[src/rtl/vga_frame_reader_if.sv]
// Frame-buffer read port and VGA pin bundle between the frame reader and its surroundings.
// master = the frame reader; slave = frame-buffer RAM plus DAC/connector side.
interface vga_frame_reader_if;
    logic [18:0] read_addr;
    logic [11:0] read_data;
    logic [3:0]  vga_r;
    logic [3:0]  vga_g;
    logic [3:0]  vga_b;
    logic        vga_hs;
    logic        vga_vs;
    logic        frame_start;

    modport master (
        output read_addr,
        input  read_data,
        output vga_r, vga_g, vga_b,
        output vga_hs, vga_vs,
        output frame_start
    );

    modport slave (
        input  read_addr,
        output read_data,
        input  vga_r, vga_g, vga_b,
        input  vga_hs, vga_vs,
        input  frame_start
    );
endinterface

[src/rtl/vga_frame_reader.sv]
// VGA raster timing plus frame-buffer scan-out: counters and address at stage 0,
// RAM read at stage 1, colour and syncs registered together at stage 2.
module vga_frame_reader #(
    parameter int H_ACTIVE = 640,
    parameter int H_FP     = 16,
    parameter int H_SYNC   = 96,
    parameter int H_BP     = 48,
    parameter int V_ACTIVE = 480,
    parameter int V_FP     = 10,
    parameter int V_SYNC   = 2,
    parameter int V_BP     = 33
) (
    input  logic clk,
    input  logic rst,
    input  logic show_en,
    vga_frame_reader_if.master fb
);
    localparam int H_TOTAL = H_ACTIVE + H_FP + H_SYNC + H_BP;
    localparam int V_TOTAL = V_ACTIVE + V_FP + V_SYNC + V_BP;
    localparam int HW      = $clog2(H_TOTAL);
    localparam int VW      = $clog2(V_TOTAL);

    localparam logic [HW-1:0] H_LAST = HW'(H_TOTAL - 1);
    localparam logic [HW-1:0] H_ACT  = HW'(H_ACTIVE);
    localparam logic [HW-1:0] HS_BEG = HW'(H_ACTIVE + H_FP);
    localparam logic [HW-1:0] HS_END = HW'(H_ACTIVE + H_FP + H_SYNC);
    localparam logic [VW-1:0] V_LAST = VW'(V_TOTAL - 1);
    localparam logic [VW-1:0] V_ACT  = VW'(V_ACTIVE);
    localparam logic [VW-1:0] VS_BEG = VW'(V_ACTIVE + V_FP);
    localparam logic [VW-1:0] VS_END = VW'(V_ACTIVE + V_FP + V_SYNC);

    typedef struct packed {
        logic act;
        logic hs;
        logic vs;
    } stage_t;

    localparam stage_t STAGE_IDLE = '{act: 1'b0, hs: 1'b1, vs: 1'b1};

    // run_q holds the raster at (0,0) for the first edge after reset, so that
    // edge is the one that starts stage 0 of the first frame.
    logic          run_q;
    logic [HW-1:0] h_cnt_q, h_cnt_d;
    logic [VW-1:0] v_cnt_q, v_cnt_d;
    logic [18:0]   addr_q, addr_d;
    logic          fs_q, fs_d;
    stage_t        s0, s1_q;
    logic [11:0]   rgb_q, rgb_d;
    logic          hs2_q, vs2_q;
    logic          h_wrap, v_wrap;

    assign h_wrap = (h_cnt_q == H_LAST);
    assign v_wrap = (v_cnt_q == V_LAST);

    always_comb begin
        s0.act = run_q && (h_cnt_q < H_ACT) && (v_cnt_q < V_ACT);
        s0.hs  = !(run_q && (h_cnt_q >= HS_BEG) && (h_cnt_q < HS_END));
        s0.vs  = !(run_q && (v_cnt_q >= VS_BEG) && (v_cnt_q < VS_END));
    end

    always_comb begin
        h_cnt_d = h_cnt_q;
        v_cnt_d = v_cnt_q;
        addr_d  = addr_q;
        if (run_q) begin
            if (h_wrap) begin
                h_cnt_d = '0;
                v_cnt_d = v_wrap ? '0 : v_cnt_q + VW'(1);
            end else begin
                h_cnt_d = h_cnt_q + HW'(1);
            end
            // Row-major address is just a running count of active pixels.
            if (h_wrap && v_wrap)
                addr_d = '0;
            else if (s0.act)
                addr_d = addr_q + 19'd1;
        end
        fs_d  = (h_cnt_d == '0) && (v_cnt_d == '0);
        rgb_d = (s1_q.act && show_en) ? fb.read_data : 12'h000;
    end

    always_ff @(posedge clk or posedge rst) begin
        if (rst) begin
            run_q   <= 1'b0;
            h_cnt_q <= '0;
            v_cnt_q <= '0;
            addr_q  <= '0;
            fs_q    <= 1'b0;
            s1_q    <= STAGE_IDLE;
            rgb_q   <= 12'h000;
            hs2_q   <= 1'b1;
            vs2_q   <= 1'b1;
        end else begin
            run_q   <= 1'b1;
            h_cnt_q <= h_cnt_d;
            v_cnt_q <= v_cnt_d;
            addr_q  <= addr_d;
            fs_q    <= fs_d;
            s1_q    <= s0;
            rgb_q   <= rgb_d;
            hs2_q   <= s1_q.hs;
            vs2_q   <= s1_q.vs;
        end
    end

    assign fb.read_addr   = addr_q;
    assign fb.frame_start = fs_q;
    assign fb.vga_r       = rgb_q[11:8];
    assign fb.vga_g       = rgb_q[7:4];
    assign fb.vga_b       = rgb_q[3:0];
    assign fb.vga_hs      = hs2_q;
    assign fb.vga_vs      = vs2_q;
endmodule

[src/flat_wrapper.sv]
// flat-port wrapper written by rule: the top's interface ports become plain ports
module vga_frame_reader_flat 
#(
    parameter int H_ACTIVE = 640,
    parameter int H_FP     = 16,
    parameter int H_SYNC   = 96,
    parameter int H_BP     = 48,
    parameter int V_ACTIVE = 480,
    parameter int V_FP     = 10,
    parameter int V_SYNC   = 2,
    parameter int V_BP     = 33
)
  (clk, rst, show_en, fb_read_addr, fb_read_data, fb_vga_r, fb_vga_g, fb_vga_b, fb_vga_hs, fb_vga_vs, fb_frame_start);
  vga_frame_reader_if fb_i ();
  input  logic clk;
  input  logic rst;
  input  logic show_en;
  output wire logic [$bits(fb_i.read_addr)-1:0] fb_read_addr;
  input wire logic [$bits(fb_i.read_data)-1:0] fb_read_data;
  output wire logic [$bits(fb_i.vga_r)-1:0] fb_vga_r;
  output wire logic [$bits(fb_i.vga_g)-1:0] fb_vga_g;
  output wire logic [$bits(fb_i.vga_b)-1:0] fb_vga_b;
  output wire logic [$bits(fb_i.vga_hs)-1:0] fb_vga_hs;
  output wire logic [$bits(fb_i.vga_vs)-1:0] fb_vga_vs;
  output wire logic [$bits(fb_i.frame_start)-1:0] fb_frame_start;
  assign fb_read_addr = fb_i.read_addr;
  assign fb_i.read_data = fb_read_data;
  assign fb_vga_r = fb_i.vga_r;
  assign fb_vga_g = fb_i.vga_g;
  assign fb_vga_b = fb_i.vga_b;
  assign fb_vga_hs = fb_i.vga_hs;
  assign fb_vga_vs = fb_i.vga_vs;
  assign fb_frame_start = fb_i.frame_start;
  vga_frame_reader #(.H_ACTIVE(H_ACTIVE), .H_FP(H_FP), .H_SYNC(H_SYNC), .H_BP(H_BP), .V_ACTIVE(V_ACTIVE), .V_FP(V_FP), .V_SYNC(V_SYNC), .V_BP(V_BP)) u_core (.clk(clk), .rst(rst), .show_en(show_en), .fb(fb_i));
endmodule
[config.mk]
export PLATFORM = sky130hd
export DESIGN_NAME = vga_frame_reader_flat
export DESIGN_NICKNAME = d
export VERILOG_FILES = /design/src/rtl/vga_frame_reader_if.sv /design/src/rtl/vga_frame_reader.sv /design/src/flat_wrapper.sv
export SDC_FILE = /design/constraint.sdc
export NUM_CORES = 1
export LEC_CHECK = 0
export ABC_AREA = 1
export CAP_MARGIN = 20
export CORE_MARGIN = 2
export CORE_UTILIZATION = 54
export DETAILED_ROUTE_END_ITERATION = 10
export PLACE_DENSITY = 0.8
export SYNTH_ARGS = -nofsm -noshare
export SYNTH_HDL_FRONTEND = slang
export SYNTH_SLANG_ARGS = --single-unit
export TNS_END_PERCENT = 5
[constraint.sdc]
create_clock -name clk -period 6.5 [get_ports clk]
set_input_delay 1.95 -clock clk [delete_from_list [all_inputs] [get_ports clk]]
set_output_delay 1.95 -clock clk [all_outputs]
set_load 0.01 [all_outputs]
==> run_results.csv, run 1 <==
group,metric,value,unit
status,status,"finished, final reports clean",
pwr,ir_drop,0.167,mV
route,antenna_left,0,
cts,hold_buffers,0,
timing,finalClockSkew,0.00872,ns
setup_path,cp.required,4.55,ns
layout,post-route-util,0.704,
place,place_area,0.00367,sq mm
route,drc,0,
floorplanning,ios,49,
setup_path,cp-start-kind,"register",
timing,drv_slew,0,
layout,n_antenna_cell,0,
floorplanning,die_height,80.3,um
setup_path,r2r-end,"u_core.fb.frame_start",
timing,max_slew_margin,0.522,
timing,period_share,0.511,
floorplanning,fp.coreArea,0.00557,sq mm
global_route,grt_max_degree,59,
route,viasPerCell,5.19,
setup_path,worst_path_largest_cell_delay,0.52,ns
pwr,powerDensity,275,mW/mm^2
pwr,clockPowerShare,0.388,
pwr,cellInternalPower,767,uW
pwr,seqPwrFrac,0.420,
route,dr.pass1.iters,5,
timing,tightest_slew,0.717,ns
route,drt_iter0_drc,192,
timing,rsz0062_at_grt,"false",
cts,cts_setup_buffers,0,
cts,cts.sinks,58,
setup_path,worst-endpoint-arrival,1.37,ns
floorplanning,fp.dieW,80.3,um
timing,tns,0,ns
floorplanning,row_count,27,
timing,setup_viol,0,
worst_hold_path,min_to,"u_core.fb.vga_vs",
floorplanning,initial_utilization,0.564,
cts,cts_tree,"done",
synthesis,synth_area_per_cell,7.62,sq um
global_route,grt_pass1_vias,2653,
cts,ctsResizeCount,0,
synthesis,synth_nets,433,
pwr,p_leak,0.00202,uW
synthesis,synth-seq-area-share,0.463,
setup_path,cp_slowest_cell,"clkdlybuf4s50_1",
worst_hold_path,worstHoldStart,"u_core.s1_q[0]",
route,wl_per_cell,12.6,um
layout,fillers,458,
cts,htreeDepth,3,
cts,root_buffer,"clkbuf_8",
pwr,power_frac_comb,0.191,
synthesis,yosys_warnings,0,
setup_path,path_class,"reg2out",
global_route,antenna_found_initial,0,
synthesis,ys_types,36,
setup_path,critPathMaxFanout,1,
route,wirelength,6860,um
worst_hold_path,whs_path_depth,0,
layout,syn_to_final_growth,24.7,%
cts,worstSkewPairLatency,0.34,ns
timing,hold_viol,0,
worst_hold_path,worstHoldPathType,"reg2reg",
place,gp_congestion,0.883,
synthesis,syn_area,0.00315,sq mm
setup_path,path_cells,"clkdlybuf4s50_1",
synthesis,ys_ff_latch,58,
timing,whs,0.357,ns
layout,fin_nets,486,
timing,min_period,3.32,ns
cts,clk_pin_slew,0.06,ns
global_route,grt_first_pass_wirelength,11800,um
floorplanning,die-area,0.00645,sq mm
timing,max_freq,0.301,GHz
pwr,p_sw,311,uW
setup_path,reg2regPathDepth,11,
setup_path,crit_start,"u_core.fb.vga_hs",
job,maxCapViolCount,0,
global_route,overflow,0,
route,vias,2817,
pwr,swShare,0.288,
layout,drive_gt1_frac,0.0807,
synthesis,synthCells,413,
cts,clockBufferDepth,2,
setup_path,crit_family,"buffers and inverters",
setup_path,crit_path_end_kind,"output port",
place,hpwl,4930,um
layout,design_area,0.00392,sq mm
setup_path,reg2reg_from,"u_core.h_cnt_q[0]",
setup_path,crit_buf_inv,1,
place,port-buffer-count,48,
setup_path,r2r_slack,4.21,ns
cts,cts_buffers,9,
global_route,track_usage,0.236,
==> state kept, by name, summed over array words and instances (netlist names) <==
register / flops
u_core.fb.frame_start: 1
u_core.run_q: 1
u_core.rgb_q: 12
u_core.s1_q: 3
u_core.h_cnt_q: 10
u_core.fb.read_addr: 19
u_core.fb.vga_hs: 1
u_core.v_cnt_q: 10
u_core.fb.vga_vs: 1
==> Yosys cell counts (all sizes together) <==
library cell / instances / area [sq um]
a21oi: 10 / 50.1
nor2: 56 / 244
clkinv: 1 / 3.75
nor3b: 1 / 7.51
inv: 81 / 304
dfstp: 4 / 105
nor4: 4 / 25.0
conb: 1 / 3.75
o31ai: 1 / 7.51
o211ai: 1 / 7.51
ha: 5 / 62.6
nor3: 13 / 80.1
o21bai: 2 / 15.0
o21ai: 16 / 80.1
dfrtp: 54 / 1350
nand3: 33 / 178
and3: 1 / 6.26
a31oi: 2 / 12.5
clkbuf: 2 / 8.75
a21o: 1 / 7.51
buf: 5 / 43.8
nand4: 15 / 93.8
xor2: 6 / 52.6
nand2: 97 / 387
xnor2: 1 / 8.76
==> placed cells by master, fill, tap and decap left out <==
cell and instances:
nand2_1 92, inv_1 77, dfrtp_1 54, nor2_1 52
clkdlybuf4s50_1 48, nand3_1 32, nand4_1 15, o21ai_0 14
clkbuf_8 11, a21oi_1 10, nor3_1 10, xor2_1 6
ha_1 5, inv_2 4, nor4_1 4, dfstp_2 4
nand2_2 3, nor3_2 3, bufinv_16 3, nor2_4 2
nand2_4 2, o21ai_1 2, a31oi_1 2, o21bai_1 2
clkinv_2 2, clkinv_1 1, nand3_4 1, nor2_8 1
and3_1 1, xnor2_1 1, a21o_1 1, nor2_2 1
o211ai_1 1, o31ai_1 1, nor3b_1 1, buf_4 1
conb_1 1
==> worst max-delay path by stage <==
stage / to / slack [ns] / cells past startpoint
2_1_floorplan: u_core.fb.frame_start / 3.13 / 1
3_3_place_gp: u_core.v_cnt_q[0] / 3.50 / 3
3_5_place_dp: u_core.fb.read_addr[8] / 3.49 / 3
4_1_cts: fb_vga_hs / 3.16 / 1
5_1_grt: fb_read_addr[0] / 3.14 / 1
6_report: fb_vga_hs / 3.18 / 1
==> final cells by class <==
cell class,count,area (sq um),area share
Timing Repair Buffer,49,488,0.124
Clock buffer,11,151,0.0386
Multi-Input combinational cell,266,1330,0.339
Sequential cell,58,1460,0.371
Tap cell,72,90.1,0.0230
Inverter,82,308,0.0785
Clock inverter,5,100,0.0255
==> power by group through the flow <==
stage | sequential (uW) | clock, uW | combinational (uW)
after floorplan | 456 | 0 | 128
after global placement | 456 | 0 | 203
after detailed placement | 458 | 0 | 207
after CTS | 452 | 425 | 209
after global routing | 460 | 439 | 238
final | 453 | 419 | 206
==> stage by stage <==
step | setup slack [ns] | total power, uW | std cells
after detailed placement | 3.49 | 665 | 527
after global placement | 3.50 | 659 | 527
after floorplan | 3.13 | 583 | 413
final | 3.18 | 1080 | 543
after global routing | 3.14 | 1140 | 543
after CTS | 3.16 | 1090 | 543
==> layer usage <==
layer	vias to the layer above	routed length, um	GRT usage
li1	1399	-	-
met1	1299	2990	0.308
met2	105	3260	0.374
met3	14	424	0.0506
met4	0	173	0.115
met5	-	0	0
==> logic make-up after synthesis <==
family	Yosys count	share of synthesized area
AO/OA/AOI/OAI	33	0.0573
XOR/XNOR	7	0.0195
adder cells (fa/ha/maj)	5	0.0199
buffers and inverters	89	0.115
flip-flops	58	0.463
other	1	0.00119
AND/OR/NAND/NOR	220	0.325
Note: power is estimated with default switching activity, not from simulation.
==> inputs of run 2 (changes only) <==
- CORE_UTILIZATION: 54 -> 49
- PLACE_DENSITY: 0.8 -> 0.77
- clock period: 6.5 -> 2.79 ns (I/O delays scaled with it)
==> run_results.csv, run 2 (synthesis gave the netlist of run 1 again) <==
group,metric,value,unit
status,status,"finished, final reports clean",
layout,final_common_cell,"nand2_1",
timing,hold_viol,0,
setup_path,cp_slowest_cell,"clkdlybuf4s50_1",
cts,htreeDepth,3,
job,maxCapViolCount,0,
layout,fin_nets,486,
floorplanning,fp.dieW,84.1,um
floorplanning,initial_utilization,0.501,
route,wirelength,6730,um
setup_path,path_class,"reg2out",
route,drc,0,
floorplanning,fp.coreArea,0.00628,sq mm
setup_path,critPathMaxFanout,6,
timing,max_slew_margin,0.641,
cts,cts_buffers,9,
cts,clockBufferDepth,2,
pwr,powerDensity,618,mW/mm^2
pwr,p_sw,762,uW
cts,cts.sinks,58,
pwr,seqPwrFrac,0.433,
worst_hold_path,worstHoldPathType,"reg2reg",
setup_path,crit_buf_inv,1,
timing,drv_slew,0,
pwr,swShare,0.315,
pwr,power_frac_comb,0.206,
pwr,clockPowerShare,0.361,
cts,worstSkewPairLatency,0.35,ns
cts,ctsResizeCount,0,
setup_path,worst-endpoint-arrival,1.39,ns
place,post-place-ws,0.657,ns
cts,cts_setup_buffers,0,
timing,rsz0062_at_grt,"false",
setup_path,worst_path_largest_cell_delay,0.59,ns
setup_path,reg2regPathDepth,11,
setup_path,critical_path_depth,1,
global_route,antenna_found_initial,0,
worst_hold_path,whs_path_depth,0,
timing,min_period,2.23,ns
route,drt_iter0_drc,204,
global_route,grt_first_pass_wirelength,11800,um
pwr,ir_drop,0.529,mV
timing,tns,0,ns
place,port-buffer-count,48,
layout,syn_to_final_growth,24.5,%
setup_path,crit_path_end_kind,"output port",
place,gp_congestion,0.887,
floorplanning,ios,49,
setup_path,cp.required,1.95,ns
layout,final_cell_mix,"nand2_1, inv_1, dfrtp_1",
cts,cts_tree,"done",
timing,period_share,0.798,
layout,drive_gt1_frac,0.0807,
route,dr.pass1.iters,4,
route,antenna_left,0,
pwr,cellInternalPower,1660,uW
cts,hold_buffers,0,
timing,tightest_slew,0.534,ns
setup_path,cp-start-kind,"register",
global_route,track_usage,0.208,
layout,n_antenna_cell,0,
setup_path,crit_family,"buffers and inverters",
global_route,overflow,0,
cts,root_buffer,"clkbuf_8",
timing,finalClockSkew,0.00913,ns
layout,largest_reg_flops,19,
place,hpwl,5010,um
route,vias,2758,
timing,setup_viol,0,
floorplanning,die_height,84.1,um
floorplanning,die-area,0.00708,sq mm
pwr,p_leak,0.00200,uW
floorplanning,row_count,29,
global_route,grt_pass1_vias,2665,
setup_path,path_cells,"clkdlybuf4s50_1",
cts,clk_pin_slew,0.07,ns
global_route,grt_max_degree,49,
route,viasPerCell,5.03,
route,wl_per_cell,12.3,um
timing,max_freq,0.449,GHz
timing,setup_ws,0.562,ns
-- run 2: cell types whose count changed in the layout (fill, tap and decap cells not counted), sizes merged --
| cell | before | now |
|---|---|---|
| inv | 81 | 82 |
| clkinvlp | 0 | 2 |
| clkbuf | 11 | 9 |
| bufinv | 3 | 2 |
-- run 2: worst paths after layout --
check / startpoint / to / slack (ns)
worst max-delay path: u_core.fb.read_addr[3] / fb_read_addr[3] / 0.56
worst max register to register: u_core.h_cnt_q[0] / u_core.fb.frame_start / 0.69
worst min-delay path: u_core.s1_q[1] / u_core.fb.vga_hs / 0.36
min in group asynchronous: rst / u_core.run_q / 0.73
max in group asynchronous: rst / u_core.s1_q[0] / 1.48
worst min register to register: u_core.s1_q[1] / u_core.fb.vga_hs / 0.36
-- run 2: worst reg2reg max path, stage by stage, from the launching register on --
cell     delay, ns
dfrtp_1       0.42
ha_1          0.19
nand2_1       0.12
nor2_4        0.14
nand4_1       0.38
nor2_1        0.32
nor2_1        0.08
nand2_1       0.08
nand2_1       0.05
nor2_1        0.10
nand3_1       0.07
nor2_1        0.08
-- run 2: layout make-up --
| class | count | area [sq um] |
|---|---|---|
| Fill cell | 542 | 2360 |
| Sequential cell | 58 | 1460 |
| Multi-Input combinational cell | 266 | 1330 |
| Timing Repair Buffer | 49 | 500 |
| Clock inverter | 7 | 101 |
| Tap cell | 77 | 96.3 |
| Inverter | 82 | 308 |
| Clock buffer | 9 | 124 |
-- run 2: power by group through the flow --
stage / registers, uW / logic, uW / clock network, uW
after floorplan: 1060 / 297 / 0
after global placement: 1060 / 486 / 0
after detailed placement: 1060 / 503 / 0
after CTS: 1050 / 506 / 891
after global routing: 1060 / 568 / 929
final: 1050 / 499 / 873
-- run 2: per-stage QoR --
step	hold WS [ns]	instances	area, sq um	total power (uW)	utilization
2_1_floorplan	0.345	413	3150	1360	-
3_3_place_gp	0.347	532	3690	1550	0.588
3_5_place_dp	0.349	532	3690	1570	0.588
4_1_cts	0.360	548	3920	2450	0.624
5_1_grt	0.361	548	3920	2560	0.624
6_report	0.358	548	3920	2420	0.624
-- run 2: metal layers --
layer / GRT usage / wire, um / up-vias
met5: 0 / 0 / -
met4: 0.0982 / 150 / 0
met3: 0.0376 / 309 / 12
met2: 0.349 / 3290 / 67
met1: 0.260 / 2980 / 1272
li1: - / - / 1407
==> inputs of run 3 (changes only) <==
- CORE_UTILIZATION: 49 -> 54
- PLACE_DENSITY: 0.77 -> 0.8
- clock period: 2.79 -> 2.3 ns (I/O delays scaled with it)
==> run_results.csv, run 3 (synthesis gave the netlist of run 1 again) <==
group,metric,value,unit
status,status,"finished, final reports clean",
layout,final_common_cell,"nand2_1",
layout,final_cell_mix,"nand2_1, inv_1, dfrtp_1",
layout,syn_to_final_growth,24.4,%
cts,root_buffer,"clkbuf_8",
floorplanning,initial_utilization,0.564,
global_route,track_usage,0.237,
global_route,grt_max_degree,24,
global_route,grt_first_pass_wirelength,11700,um
timing,tightest_slew,0.564,ns
cts,clk_pin_slew,0.07,ns
floorplanning,fp.dieW,80.3,um
floorplanning,fp.coreArea,0.00557,sq mm
cts,cts_buffers,9,
job,maxCapViolCount,0,
pwr,ir_drop,0.603,mV
place,gp_congestion,0.909,
cts,cts.sinks,58,
timing,drv_slew,0,
timing,hold_viol,0,
pwr,powerDensity,722,mW/mm^2
layout,largest_reg_flops,19,
place,port-buffer-count,48,
worst_hold_path,worstHoldPathType,"reg2reg",
timing,period_share,0.905,
timing,tns,0,ns
layout,fin_nets,489,
global_route,antenna_found_initial,0,
floorplanning,die-area,0.00645,sq mm
timing,whs,0.357,ns
route,dr.pass1.iters,5,
setup_path,crit_buf_inv,1,
floorplanning,ios,49,
cts,cts_setup_buffers,0,
route,antenna_left,0,
global_route,grt_pass1_vias,2631,
setup_path,cp_slowest_cell,"clkdlybuf4s50_1",
setup_path,cp-start-kind,"register",
route,drc,0,
layout,n_antenna_cell,0,
setup_path,path_class,"reg2out",
setup_path,crit_family,"buffers and inverters",
timing,min_period,2.08,ns
setup_path,cp.required,1.61,ns
timing,max_freq,0.480,GHz
setup_path,worst-endpoint-arrival,1.39,ns
setup_path,crit_path_end_kind,"output port",
route,vias,2852,
layout,post-route-util,0.702,
route,wirelength,7000,um
setup_path,critPathMaxFanout,7,
global_route,overflow,0,
route,drt_iter0_drc,198,
timing,finalClockSkew,0.00888,ns
floorplanning,row_count,27,
timing,rsz0062_at_grt,"false",
setup_path,path_cells,"clkdlybuf4s50_1",
route,viasPerCell,5.23,
timing,setup_viol,0,
cts,cts_tree,"done",
setup_path,worst_path_largest_cell_delay,0.58,ns
cts,worstSkewPairLatency,0.34,ns
floorplanning,die_height,80.3,um
cts,clockBufferDepth,2,
timing,max_slew_margin,0.621,
pwr,p_leak,0.00201,uW
layout,drive_gt1_frac,0.0867,
cts,htreeDepth,3,
place,hpwl,5190,um
route,wl_per_cell,12.8,um
run 3: changes by cell type in the layout (fill, tap and decap cells not counted), sizes merged:
cell and change:
inv -1, buf +3, bufinv -1, clkbuf +1
run 3: per-stage QoR:
step | cells | setup slack (ns) | instance area (sq um) | total power (uW)
final | 545 | 0.218 | 3910 | 2820
after global routing | 545 | 0.0114 | 3910 | 2990
after CTS | 545 | 0.205 | 3910 | 2840
after detailed placement | 530 | 0.278 | 3720 | 1910
after global placement | 530 | 0.401 | 3720 | 1880
after floorplan | 413 | 0.189 | 3150 | 1650
run 3: what timing repair did:
action                     4_1_cts  5_1_grt
setup endpoints to repair        0        1
gates resized for setup          0        1
hold buffers                     0        0
run 3: cell type report:
class,count,area (sq um)
Inverter,82,308
Timing Repair Buffer,52,536
Tap cell,72,90.1
Clock inverter,5,55.1
Multi-Input combinational cell,266,1330
Fill cell,430,1660
Sequential cell,58,1460
Clock buffer,10,138
run 3: worst paths after layout:
kind	startpoint	to	slack (ns)	cells after the start
worst max-delay path	u_core.fb.read_addr[0]	fb_read_addr[0]	0.22	1
worst min-delay path	u_core.s1_q[0]	u_core.fb.vga_vs	0.36	0
worst max register to register	u_core.h_cnt_q[0]	u_core.fb.frame_start	0.24	12
worst min register to register	u_core.s1_q[0]	u_core.fb.vga_vs	0.36	0
max in group asynchronous	rst	u_core.fb.vga_vs	1.08	3
min in group asynchronous	rst	u_core.h_cnt_q[5]	0.68	2
run 3: metal layers:
layer	routed length [um]	vias to the layer above	share of wire	track usage
li1	-	1398	-	-
met1	2950	1304	0.42	0.295
met2	3340	130	0.48	0.386
met3	543	20	0.078	0.0663
met4	156	0	0.022	0.102
met5	0	-	0	0
run 3: where the power goes:
group	switching [uW]	internal, uW	total (uW)
logic	343	269	611
registers	151	1130	1280
clock network	410	519	929
total	903	1920	2820
